### config.mk
export PLATFORM = sky130hd
export DESIGN_NAME = seg7_counter_display
export DESIGN_NICKNAME = d
export VERILOG_FILES = /design/src/rtl/seg7_counter_display.sv
export SDC_FILE = /design/constraint.sdc
export NUM_CORES = 1
export LEC_CHECK = 0
export BUFFER_PORTS_ARGS = -buffer_cell sky130_fd_sc_hd__buf_2
export CAP_MARGIN = 20
export CORE_AREA = 10 10 130 132
export CTS_CLUSTER_SIZE = 28
export DETAILED_ROUTE_END_ITERATION = 10
export DIE_AREA = 0 0 140 142
export PLACE_DENSITY = 0.73
export SLEW_MARGIN = 10
export SYNTH_ARGS = -nofsm -noshare
export SYNTH_HDL_FRONTEND = slang
export SYNTH_SLANG_ARGS = --single-unit
### constraint.sdc
create_clock -name clk -period 1.7 [get_ports clk]
set_input_delay 0.085 -clock clk [delete_from_list [all_inputs] [get_ports clk]]
set_output_delay 0.085 -clock clk [all_outputs]
set_load 0.02 [all_outputs]
### src/rtl/seg7_counter_display.sv
// Multi-digit up/down hex/BCD counter with a programmable step prescaler,
// driving a bank of seven-segment displays as 24-bit RGB colour words.
module seg7_counter_display #(
  parameter int unsigned DIGITS    = 2,
  parameter int unsigned PRESCALE  = 4,
  parameter logic [23:0] COLOR_ON  = 24'hFF0000,
  parameter logic [23:0] COLOR_OFF = 24'h000000
) (
  input  logic                     clk,
  input  logic                     rst,
  input  logic                     en,
  input  logic                     up,
  input  logic                     hex_mode,
  input  logic                     load,
  input  logic [4*DIGITS-1:0]      load_value,
  output logic [4*DIGITS-1:0]      count,
  output logic                     tick,
  output logic                     wrap,
  output logic [DIGITS*7*24-1:0]   bars
);

  localparam int unsigned CW = 4 * DIGITS;
  localparam int unsigned BW = DIGITS * 7 * 24;
  localparam int unsigned PW = (PRESCALE > 1) ? $clog2(PRESCALE) : 1;
  localparam logic [PW-1:0] PMAX = PW'(PRESCALE - 1);

  logic [PW-1:0] presc;
  logic [CW-1:0] next_count;
  logic          step_wrap;
  logic [BW-1:0] bars_next;
  logic [3:0]    dig;
  logic [3:0]    dig_next;
  logic          chain;
  logic          dig_carry;
  logic [6:0]    segs;

  // Lit-segment mask per nibble, bit s = segment s (a..g)
  function automatic logic [6:0] glyph(input logic [3:0] n);
    case (n)
      4'h0: glyph = 7'h3F;
      4'h1: glyph = 7'h06;
      4'h2: glyph = 7'h5B;
      4'h3: glyph = 7'h4F;
      4'h4: glyph = 7'h66;
      4'h5: glyph = 7'h6D;
      4'h6: glyph = 7'h7D;
      4'h7: glyph = 7'h07;
      4'h8: glyph = 7'h7F;
      4'h9: glyph = 7'h6F;
      4'hA: glyph = 7'h77;
      4'hB: glyph = 7'h7C;
      4'hC: glyph = 7'h39;
      4'hD: glyph = 7'h5E;
      4'hE: glyph = 7'h79;
      default: glyph = 7'h71;
    endcase
  endfunction

  // Ripple step: a digit moves only while every lower digit carried/borrowed
  always_comb begin
    next_count = count;
    chain      = 1'b1;
    dig        = 4'd0;
    dig_next   = 4'd0;
    dig_carry  = 1'b0;
    for (int i = 0; i < int'(DIGITS); i++) begin
      dig       = count[4*i +: 4];
      dig_next  = dig;
      dig_carry = 1'b0;
      if (up) begin
        if (hex_mode ? (dig == 4'hF) : (dig >= 4'd9)) begin
          dig_next  = 4'd0;
          dig_carry = 1'b1;
        end else begin
          dig_next = 4'(dig + 4'd1);
        end
      end else begin
        if (dig == 4'd0) begin
          dig_next  = hex_mode ? 4'hF : 4'd9;
          dig_carry = 1'b1;
        end else if (!hex_mode && dig > 4'd9) begin
          dig_next = 4'd9;
        end else begin
          dig_next = 4'(dig - 4'd1);
        end
      end
      if (chain) begin
        next_count[4*i +: 4] = dig_next;
        chain                = dig_carry;
      end
    end
    step_wrap = chain;
  end

  always_comb begin
    bars_next = '0;
    segs      = 7'd0;
    for (int i = 0; i < int'(DIGITS); i++) begin
      segs = glyph(count[4*i +: 4]);
      for (int s = 0; s < 7; s++) begin
        bars_next[(7*i + s)*24 +: 24] = segs[s] ? COLOR_ON : COLOR_OFF;
      end
    end
  end

  always_ff @(posedge clk or posedge rst) begin
    if (rst) begin
      presc <= '0;
      count <= '0;
      tick  <= 1'b0;
      wrap  <= 1'b0;
      bars  <= {(DIGITS*7){COLOR_OFF}};
    end else begin
      tick <= 1'b0;
      wrap <= 1'b0;
      bars <= bars_next;
      if (load) begin
        count <= load_value;
        presc <= '0;
      end else if (en) begin
        if (presc == PMAX) begin
          presc <= '0;
          count <= next_count;
          tick  <= 1'b1;
          wrap  <= step_wrap;
        end else begin
          presc <= PW'(presc + 1'b1);
        end
      end
    end
  end

endmodule
# Word level (Yosys, flattened, before mapping)
# Memories as Yosys holds them, arrays and structs flattened.
# Cells that the tools add are included.
# classes
n_addsub	5
n_lt_le_gt_ge	4
n_eq_ne	3
muxes	45
n_reduce_logical	10
# op_table
cell	n
$mux 24	14
$mux 4	9
$mux 8	3
$mux 1	15
$add 4x1->4 const B	2
$eq 4x4->1 const B	2
$ge 4x4->1 const B	2
$gt 4x4->1 const B	2
$logic_not 4->1	2
$sub 4x1->4 const B	2
$mux 2	3
$reduce_bool 2->1	3
$mux 3	1
$reduce_and 3->1	1
$add 2x1->2 const B	1
$eq 2x2->1 const B	1
$logic_and 1x1->1	2
$reduce_and 2->1	1
$logic_not 1->1	1
# word_totals
ff_bits	348
rom_bits	224
in_bits	14
out_inout_bits	346
word_cells	75
memories	2
# mem_list
memory	depth	word_bits	read_ports	rd_ports_with_merged_regs	wr	line	rtl
(name not given)	16	7	1	0	0	39	case (n)
(name not given)	16	7	1	0	0	39	

# Depth between registers and ports, before layout
# Gate-level depths: netlist of the first run.
# depth
ltp_word	9
ltp_mapped	7

# Worst setup path before layout of the first run
# Ideal clock, no wire load.
# synth_path
path_type	register to register
startpoint	reg count[0]
endpoint	reg count[4]
setup_ps	133
t_arrival_ps	1757
setup_slack_ps	-190
stages_incl_launch_ff	8
path_buffers	0
period_less_slack_ps	1890
path_cell_list	dfrtp_1 > inv_1 > ha_1 > nor3b_2 > a31o_1 > a31o_2 > nand3_1 > o211ai_1
# synth_via
elab_chain_len	6
word_cells_on_any_way	9
cone_classes	order compare (1); eq/ne (1); mux (4); reduce/logical (3)
# synth_lines
element	line	rtl
start: declaration	16	output logic [4*DIGITS-1:0] count,
start signal: assignment	118	count <= load_value;
start signal: assignment	123	count <= next_count;
$ge 4x4->1 / $eq 4x4->1 (equally long branches)	71	if (hex_mode ? (dig == 4'hF) : (dig >= 4'd9)) begin
$mux 1 (2 in series)	71	
$mux 1 *	70	if (up) begin
$reduce_bool 2->1 (no source line) *	-	
$reduce_and 3->1 (no source line) *	-	
# Mark *: on every way between the ends. The rest lies on a longest branch, timed or not.
# A chain may end at the register's enable or synchronous reset.

# Worst setup path after layout of the first run
# layout_path
startpoint	reg count[0]
endpoint	reg count[2]
# layout_via
elab_chain_len	8
word_cells_on_any_way	15
cone_classes	add/sub (2); order compare (2); eq/ne (1); mux (8); reduce/logical (2)
# layout_lines
element	line	rtl
$gt 4x4->1	81	end else if (!hex_mode && dig > 4'd9) begin
$logic_and 1x1->1	81	
$mux 4	81	
$mux 4	78	if (dig == 4'd0) begin
$mux 4 *	70	
$mux 8 *	121	if (presc == PMAX) begin
$mux 8 *	120	end else if (en) begin
$mux 8 *	117	if (load) begin
# Mark *: on every way between the ends. The rest lies on a longest branch, timed or not. The select of a mux whose other input is x is not followed.

==> metrics.txt, run 1 <==
status=complete, no violations; number of synthesized flops with an enable pin=0; commonest cells after routing, fill and taps aside=conb_1, buf_2, dfrtp_1, buf_4; Mapped Area=4240 sq um; Combinational Power Share=0.628; Synth top area share=0.572; CP Max Fanout=6; vias in the first global route=between 2000 and 3000; gpl congestion=0.856; Finished Cell Area=approximately 3900 sq um; Final Power=approximately 4 mW; crit-path leading delay family=compound AO/OA/AOI/OAI gates; final slew viol count=0; Layout fillers=1566; CTS tree=yes; IO Pins=360; routed wire length=about 11 mm; worst path bufs/invs=0; register area share after synthesis=0.153; Vias/cell=approximately 3.5; Global Route Usage Sum=0.0893; DP HPWL=around 9 mm; Startpoint Class=flip-flop; r2r setup slk=0.03 ns; Clock Path Buffers=2; Die X=140 um; TritonCTS Buffers=3; Synth Warn #=0; part of the power in the clock network=0.148; maximum vdd ir drop=just under 0.0005 V; leakage power=2.12 nW; Mapped Avg Cell Area=~8 sq um; worst-path cell chain=ha_2 -> o21bai_1 -> a31oi_2 -> a221oi_2 -> o221ai_1; Non-Filler Instances=roughly 770; Pint=between 1.5 and 2 mW; Hold Path Stages=3; die area=19900 sq um; largest net degree at the start of global routing=27; Port Buffer Count=around 140; pwr dens=1050 nW/um^2; Worst Hold Class=in2reg; initial antenna violation count=0; Reg power frac=0.224; Reg2Reg Depth=5; hold_ws=~0.03 ns; final setup fails=0; final period utilization=0.985; min-delay src=load_value[2]; placed cell area=roughly 3700 sq um; Synth area leaders=buf_4, dfrtp_1, ha_1; clk_lat worst skew=around 0.27 ns; Yosys cell types=48; routed length per placed instance=14.1 um; RSZ-0062 raised after global routing=true; register bit total from synthesis=26; worst-path cell with the longest stage delay=dfrtp_2; worst hold path endpoint=count[2]$_DFFE_PP0P_; Period minus WS final=1.67 ns; DRC violations left=0; Root Buffer=clkbuf_16; area leader, netlist=buf_4; Initial Util=0.296; Worst path max stage delay=0.46 ns; drt first pass iters=4; commonest non-fill, non-tap cell in the layout=conb_1; hold violation count in the final report=0; global route overflow=0; Net Switching=2.29 mW; CP Capture Type=flip-flop; clk sinks=26; via count=between 2000 and 3000; global-route wire length before repair=approximately 15 mm; area of the core=about 14000 sq um; Worst Path Required=approximately 1.8 ns; Sw Ratio=0.564; Max-Cap Viols=0; Reg2Reg Capture Point=count[2]$_DFFE_PP0P_; area delta synth->final=-8.21%; WS Path Type=reg2reg; Reg clk slew, reported paths=roughly 0.07 ns; Rows=44; fmax=about 600 MHz; Worst Skew=around 0.0051 ns; H-tree levels=1; die height=between 100 and 150 um; ANT nets after route=0; fin util=0.272; Nets=slightly above 600; Worst EP arrival=between 1.5 and 2 ns; layout cells sized above 1=0.329; ANT cells=0; Synth Instances=531; ys flop type=dfrtp_1; fraction of registers with async set/reset=1.00; placed cell count=approximately 760; Reg2Reg Launch Point=count[0]$_DFFE_PP0P_; DR iter-0 viols=73
==> routing by layer <==
metal,vias up,share of wire,GRT usage
met5,-,0,0
met4,0,0.012,0.0299
met3,12,0.12,0.0401
met2,160,0.57,0.175
met1,1263,0.30,0.0787
li1,1280,-,-
==> power by group through the flow <==
stage / Combinational (mW) / Clock, mW / Sequential, mW
2_1_floorplan: 2.62 / 0 / 1.00
3_3_place_gp: 2.47 / 0 / 0.918
3_5_place_dp: 2.47 / 0 / 0.927
4_1_cts: 2.48 / 0.610 / 0.915
5_1_grt: 2.72 / 0.633 / 0.946
6_report: 2.55 / 0.600 / 0.912
==> what timing repair did <==
action / 4_1_cts / 5_1_grt
pin swaps: 0 / 5
hold buffers: 1 / 0
gates resized for setup: 1 / 22
endpoints found under the hold margin: 26 / 0
endpoints found under the setup margin: 3 / 9
setup buffers: 0 / 3
==> cells by family after synthesis <==
logic type	synth area share
other cells	0.000885
mux	0.0124
simple gates	0.0815
xor+xnor	0.00207
fa+ha+maj	0.0531
buf+inv	0.595
compound gates	0.101
flops	0.153
==> flip-flops by register name (all words and copies together) (netlist names) <==
signal  count
presc       2
tick        1
bars       14
wrap        1
count       8
==> cell type report <==
class	count	area, sq um	area share
tap	184	230	0.0592
sequential	26	656	0.168
clock buffer	4	88.8	0.0228
inverter	15	61.3	0.0158
multi-input combinational	380	2000	0.515
timing repair buffer	158	851	0.219
==> cells in the mapped netlist (2+ instances only) <==
library cell	n
buf_4	323
dfrtp_1	26
ha_1	18
nand2_1	17
nor2_1	16
a21oi_1	15
inv_1	11
o21ai_0	11
nand2b_1	8
nor2b_1	8
nand3_1	7
a31oi_1	6
o21ai_1	6
buf_2	4
clkbuf_1	4
inv_2	4
nor3_1	4
a22oi_1	3
mux2i_1	3
o211ai_1	3
a211oi_1	2
buf_1	2
nand4_1	2
o21bai_1	2
o22ai_1	2
o311a_1	2
==> per-stage QoR <==
stage / TNS, ns / setup slack (ns)
5_1_grt: -0.146 / -0.0793
2_1_floorplan: -0.00912 / -0.00731
3_3_place_gp: 0 / 0.0406
3_5_place_dp: 0 / 0.00246
4_1_cts: 0 / 0.00766
6_report: 0 / 0.0254
==> worst min-delay path, stage by stage <==
cell,delay (ns)
buf_2,0.07
nand2_1,0.05
o221ai_1,0.06
==> worst max-delay path by stage <==
stage	from	to	slack [ns]	depth (start not counted)
2_1_floorplan	count[0]$_DFFE_PP0P_	count[4]$_DFFE_PP0P_	-0.007	7
3_3_place_gp	count[1]$_DFFE_PP0P_	count[1]$_DFFE_PP0P_	0.04	7
3_5_place_dp	count[0]$_DFFE_PP0P_	count[4]$_DFFE_PP0P_	0.002	7
4_1_cts	count[1]$_DFFE_PP0P_	count[2]$_DFFE_PP0P_	0.008	6
5_1_grt	count[0]$_DFFE_PP0P_	count[2]$_DFFE_PP0P_	-0.08	5
6_report	count[0]$_DFFE_PP0P_	count[2]$_DFFE_PP0P_	0.03	5
Power figures use the tool's default switching activity.
==> run 2, diff against run 1 <==
Settings changed: CTS_BUF_LIST set to sky130_fd_sc_hd__clkbuf_4 sky130_fd_sc_hd__clkbuf_8 sky130_fd_sc_hd__clkbuf_16, PLACE_DENSITY 0.73 to 0.77.
Clock period 1.7 ns to 1.5 ns, I/O delays scaled along.
==> run 2 against run 1 <==
The run now ends with setup timing left. Clock power up 7.8%. Clock skew shrank 0.0030 ns. Non-clock buffer count rose by 23. Setup slack worse by 0.17 ns. Critical path depth grew 3. Final area grew 6.7%. Combinational power is 19% higher. Maximum frequency is 1.8% higher. Utilization grew 1.8 points. Sequential cell count stayed put. Register-to-register slack lost 0.17 ns. Global-route usage up 0.16 points. Critical path type unchanged. Largest power group unchanged.
==> metrics.txt, run 2 (synthesis gave the netlist of run 1 again) <==
Global Route Usage Sum=0.0908 (+0.00156); placed cell area=3950 sq um (+7.9%); fmax=608 MHz (+1.8%); DR iter-0 viols=67 (-8.2%); register area=657 sq um (+0.19%); ANT nets after route=0 (unchanged); initial antenna violation count=0 (unchanged); DP HPWL=9.48 mm (+3.0%); die area=19900 sq um (unchanged); Reg clk slew, reported paths=0.07 ns (about the same); CTS tree=yes; failing checks=setup timing; Rows=44 (unchanged); Port Buffer Count=135 (unchanged); gpl congestion=0.845 (-1.4%); commonest non-fill, non-tap cell in the layout=conb_1; Non-Filler Instances=790 (+3.0%); via count=2758 (+1.6%); Layout fillers=1551 (-0.96%); Sw Ratio=0.556 (-0.00758); CP Capture Type=flip-flop; Max-Cap Viols=0 (unchanged); WS Path Type=reg2reg; Root Buffer=clkbuf_16; pwr dens=1140 nW/um^2 (+8.9%); placed cell count=781 (+2.9%); Worst Skew=0.00209 ns (-0.00296 ns); layout cells sized above 1=0.366 (+0.0370); H-tree levels=1 (unchanged); max FFs per register=14 (unchanged); CP Max Fanout=4 (-2); Startpoint Class=flip-flop; Net Switching=2.63 mW (+15%); largest reg by FF count=bars; final setup fails=9 (+9); IO Pins=360 (unchanged); ANT cells=0 (unchanged); RSZ-0062 raised after global routing=true; hold violation count in the final report=0 (unchanged); Initial Util=0.296 (unchanged); maximum vdd ir drop=0.000641 V (+31%); Die X=140 um (unchanged); Worst Path Required=1.67 ns (-0.17 ns); area of the core=14300 sq um (unchanged); routed wire length=10.7 mm (-1.2%); Place WS=-0.121 ns (-0.124 ns); Combinational Power Share=0.644 (+0.016); final period utilization=1.10 (+0.111); area delta synth->final=-2.07%; Finished Cell Area=4150 sq um (+6.7%); global route overflow=0 (unchanged); hold_ws=0.0372 ns (+0.00799 ns); Worst EP arrival=1.82 ns (about the same); area taken by multi-input logic gates=2070 sq um (+3.4%); Vias/cell=3.49 (-1.4%); largest net degree at the start of global routing=27 (unchanged); commonest cells after routing, fill and taps aside=conb_1, buf_2, buf_4; TritonCTS Buffers=3 (unchanged); die height=142 um (unchanged); DRC violations left=0 (unchanged); Reg power frac=0.219 (-0.005); Final Power=4.72 mW (+16%); vias in the first global route=2800 (+5.3%); clk sinks=26 (unchanged); Worst Hold Class=in2reg; drt first pass iters=4 (unchanged); routed length per placed instance=13.5 um (-4.1%); clk_lat worst skew=0.27 ns (about the same); global-route wire length before repair=15.6 mm (+2.0%); Period minus WS final=1.64 ns (-0.0303 ns); part of the power in the clock network=0.137 (-0.011); leakage power=2.25 nW (+6.0%); final worst setup slack=-0.144 ns (-0.170 ns); Nets=639 (+3.7%); Clock Path Buffers=2 (unchanged); Pint=2.10 mW (+18%); Top Registers=bars: 14 flops, count: 8 flops, presc: 2 flops; final slew viol count=0 (unchanged); status=finished, violations left
## run 2: power groups by stage
stage	registers, mW	logic, mW	clock network (mW)
after floorplan	1.15	3.03	0
after detailed placement	1.06	2.97	0
after CTS	1.04	3.01	0.661
after global routing	1.08	3.23	0.687
after global placement	1.05	2.95	0
final	1.03	3.04	0.647
## run 2: metrics by stage
| stage | TNS, ns | util |
|---|---|---|
| CTS | -0.525 | 0.287 |
| floorplan | -0.556 | - |
| global route | -1.39 | 0.290 |
| global placement | -0.270 | 0.276 |
| detailed placement | -0.452 | 0.276 |
| finish | -0.643 | 0.290 |
## run 2: cell type report
class / instances / share of cell area
multi-input combinational: 380 / 0.499
timing repair buffer: 181 / 0.251
sequential: 26 / 0.158
tap: 184 / 0.0555
clock buffer: 4 / 0.0199
inverter: 15 / 0.0160
## run 2: critical path, stage by stage, from the launching register on
cell      delay, ns
dfrtp_2        0.46
inv_4          0.10
ha_4           0.14
nor3b_4        0.26
buf_4          0.17
nand2_1        0.06
o311ai_2       0.08
a31oi_1        0.07
a311oi_1       0.20
## run 2: layer usage
| metal | vias to the layer above | wire length (um) | global-route usage |
|---|---|---|---|
| met5 | - | 0 | 0 |
| li1 | 1323 | - | - |
| met2 | 145 | 6180 | 0.184 |
| met3 | 5 | 1270 | 0.0391 |
| met4 | 0 | 93 | 0.0250 |
| met1 | 1285 | 3160 | 0.0780 |
## run 2: what timing repair did
action / 4_1_cts / 5_1_grt
resized for setup: 9 / 5
hold buffers: 1 / 0
endpoints found under the setup margin: 8 / 9
buffers inserted: 3 / 1
hold endpoints to repair: 26 / 0
pin swaps: 8 / 6
## run 2: final timing paths
| path | startpoint | endpoint | slack (ns) | cells after the start |
|---|---|---|---|---|
| max | count[0]$_DFFE_PP0P_ | count[1]$_DFFE_PP0P_ | -0.14 | 8 |
| min | load_value[4] | count[4]$_DFFE_PP0P_ | 0.04 | 3 |
| max reg2reg | count[0]$_DFFE_PP0P_ | count[1]$_DFFE_PP0P_ | -0.14 | 8 |
| min reg2reg | presc[1]$_DFFE_PP0P_ | presc[1]$_DFFE_PP0P_ | 0.53 | 2 |
| max in group asynchronous | rst | count[0]$_DFFE_PP0P_ | 0.81 | 4 |
| min in group asynchronous | rst | bars[47]$_DFF_PP0_ | 0.41 | 4 |
==> run 3, diff against run 2 <==
Settings changed: SETUP_SLACK_MARGIN set to 0.3.
==> run 3 against run 2 <==
The flow still finishes with violations (setup timing). Sequential share of layout area fell by 0.64 points. Maximum frequency increased by 2.4%. Non-clock buffer count grew 1. Combinational power rose by 5%. Via count increased by 0.44%. Clock power fell by 2%. Clock skew rose by 0.0022 ns. Sequential power is essentially flat. Worst hold slack better by 0.019 ns. Critical path type unchanged.
==> metrics.txt, run 3 (synthesis gave the netlist of run 1 again) <==
Reg power frac=0.215 (-0.004); area of the core=14300 sq um (unchanged); final period utilization=1.07 (-0.0257); worst-path cell with the longest stage delay=dfrtp_2; DP HPWL=9.40 mm (-0.77%); DR iter-0 viols=80 (+19%); die height=142 um (unchanged); max FFs per register=14 (unchanged); Nets=640 (+0.16%); setup_tns=-0.667 ns (-0.0240 ns); drt first pass iters=4 (unchanged); routed wire length=10.8 mm (+1.3%); initial antenna violation count=0 (unchanged); Period minus WS final=1.61 ns (-0.0385 ns); RSZ-0062 raised after global routing=true; clk_lat worst skew=0.26 ns (about the same); largest reg by FF count=bars; Net Switching=2.69 mW (+2.4%); placed cell count=777 (-0.51%); TritonCTS Buffers=3 (unchanged); IO Pins=360 (unchanged); Worst Hold Class=in2reg; die area=19900 sq um (unchanged); Port Buffer Count=135 (unchanged); maximum vdd ir drop=0.000657 V (+2.4%); commonest non-fill, non-tap cell in the layout=conb_1; Non-Filler Instances=791 (+0.13%); Vias/cell=3.50 (+0.31%); failing checks=setup timing; Worst path max stage delay=0.41 ns (-0.05 ns); ANT cells=0 (unchanged); Reg2Reg Capture Point=count[2]$_DFFE_PP0P_; global route overflow=0 (unchanged); clk sinks=26 (unchanged); Global Route Usage Sum=0.0924 (+0.00152); vias in the first global route=2795 (-0.18%); Reg2Reg Depth=6 (-2); Top Registers=bars: 14 flops, count: 8 flops, presc: 2 flops; routed length per placed instance=13.7 um (+1.2%); min-delay src=load_value[2]; DRC violations left=0 (unchanged); area delta synth->final=2.63%; Clock Path Buffers=2 (unchanged); Worst Skew=0.00433 ns (+0.00224 ns); Root Buffer=clkbuf_16; Sw Ratio=0.551 (-0.00497); final slew viol count=0 (unchanged); leakage power=2.28 nW (+1.6%); r2r setup slk=-0.11 ns (+0.04 ns); commonest cells after routing, fill and taps aside=conb_1, buf_2, buf_4; Layout fillers=1523 (-1.8%); Hold Path Stages=3 (unchanged); Worst Path Required=1.63 ns (-0.04 ns); layout cells sized above 1=0.407 (+0.0406); pwr dens=1120 nW/um^2 (-1.4%); Rows=44 (unchanged); Combinational Power Share=0.655 (+0.011); H-tree levels=1 (unchanged); worst-path cell chain=clkinv_4 -> ha_4 -> buf_4 -> ha_1 -> a221oi_2 -> o221ai_1; Pint=2.19 mW (+4.5%); global-route wire length before repair=15.8 mm (+1.2%); final setup fails=9 (unchanged); final worst setup slack=-0.106 ns (+0.0385 ns); Startpoint Class=flip-flop; Reg clk slew, reported paths=0.06 ns (about the same); gpl congestion=0.840 (-0.54%); Final Power=4.88 mW (+3.4%); Worst EP arrival=1.74 ns (-0.08 ns); largest net degree at the start of global routing=27 (unchanged); status=finished, violations left; CTS tree=yes; CP Capture Type=flip-flop; Reg2Reg Launch Point=count[1]$_DFFE_PP0P_; part of the power in the clock network=0.130 (-0.007); worst hold path endpoint=count[2]$_DFFE_PP0P_; Initial Util=0.296 (unchanged); hold violation count in the final report=0 (unchanged); ANT nets after route=0 (unchanged); fmax=623 MHz (+2.4%); via count=2770 (+0.44%); Die X=140 um (unchanged); WS Path Type=reg2reg; Max-Cap Viols=0 (unchanged); CP Max Fanout=5 (+1)
[run 3: what timing repair did]
item	4_1_cts	5_1_grt
pin swaps	14	12
setup endpoints to repair	23	25
gates resized for setup	25	29
hold endpoints to repair	26	0
hold buffers	1	0
buffers inserted	5	4
[run 3: stage by stage]
step           setup slack [ns]  hold slack [ns]  area, sq um  utilization
3_3_place_gp            -0.0702            0.156         3960        0.276
6_report                 -0.106           0.0561         4350        0.304
3_5_place_dp             -0.137            0.159         3960        0.276
2_1_floorplan            -0.109            0.115         5250            -
5_1_grt                  -0.214           0.0530         4350        0.304
4_1_cts                 -0.0781           0.0465         4180        0.292
[run 3: layout make-up]
class                      count  area (sq um)  share of cell area
multi-input combinational    380          2220               0.510
timing repair buffer         182          1090               0.250
sequential                    26           661               0.152
tap                          184           230              0.0529
clock buffer                   4          82.6              0.0190
inverter                      15          73.8              0.0170
[run 3: critical path, delay by kind of cell, from the launching register on]
family | cells | cell delay (ns)
compound gates | 2 | 0.35
flops | 1 | 0.41
buf+inv | 2 | 0.24
fa+ha+maj | 2 | 0.47
[run 3: how the worst max path moves through the flow]
stage,depth (start not counted),to,from,slack [ns]
after detailed placement,6,count[2]$_DFFE_PP0P_,count[0]$_DFFE_PP0P_,-0.14
after global placement,6,count[1]$_DFFE_PP0P_,count[0]$_DFFE_PP0P_,-0.07
after CTS,7,count[6]$_DFFE_PP0P_,count[4]$_DFFE_PP0P_,-0.08
final,6,count[2]$_DFFE_PP0P_,count[1]$_DFFE_PP0P_,-0.11
after global routing,6,count[5]$_DFFE_PP0P_,count[7]$_DFFE_PP0P_,-0.21
after floorplan,7,count[1]$_DFFE_PP0P_,count[1]$_DFFE_PP0P_,-0.11
[run 3: layer usage]
layer / part of all wire / GRT usage
met1: 0.28 / 0.0817
met2: 0.58 / 0.185
met3: 0.12 / 0.0404
met4: 0.0084 / 0.0228
met5: 0 / 0
[run 3: power groups by stage]
stage / combinational [mW] / sequential (mW) / clock (mW)
6_report: 3.20 / 1.05 / 0.634
5_1_grt: 3.39 / 1.09 / 0.675
4_1_cts: 3.07 / 1.05 / 0.652
3_5_place_dp: 2.98 / 1.06 / 0
3_3_place_gp: 2.95 / 1.05 / 0
2_1_floorplan: 3.05 / 1.15 / 0
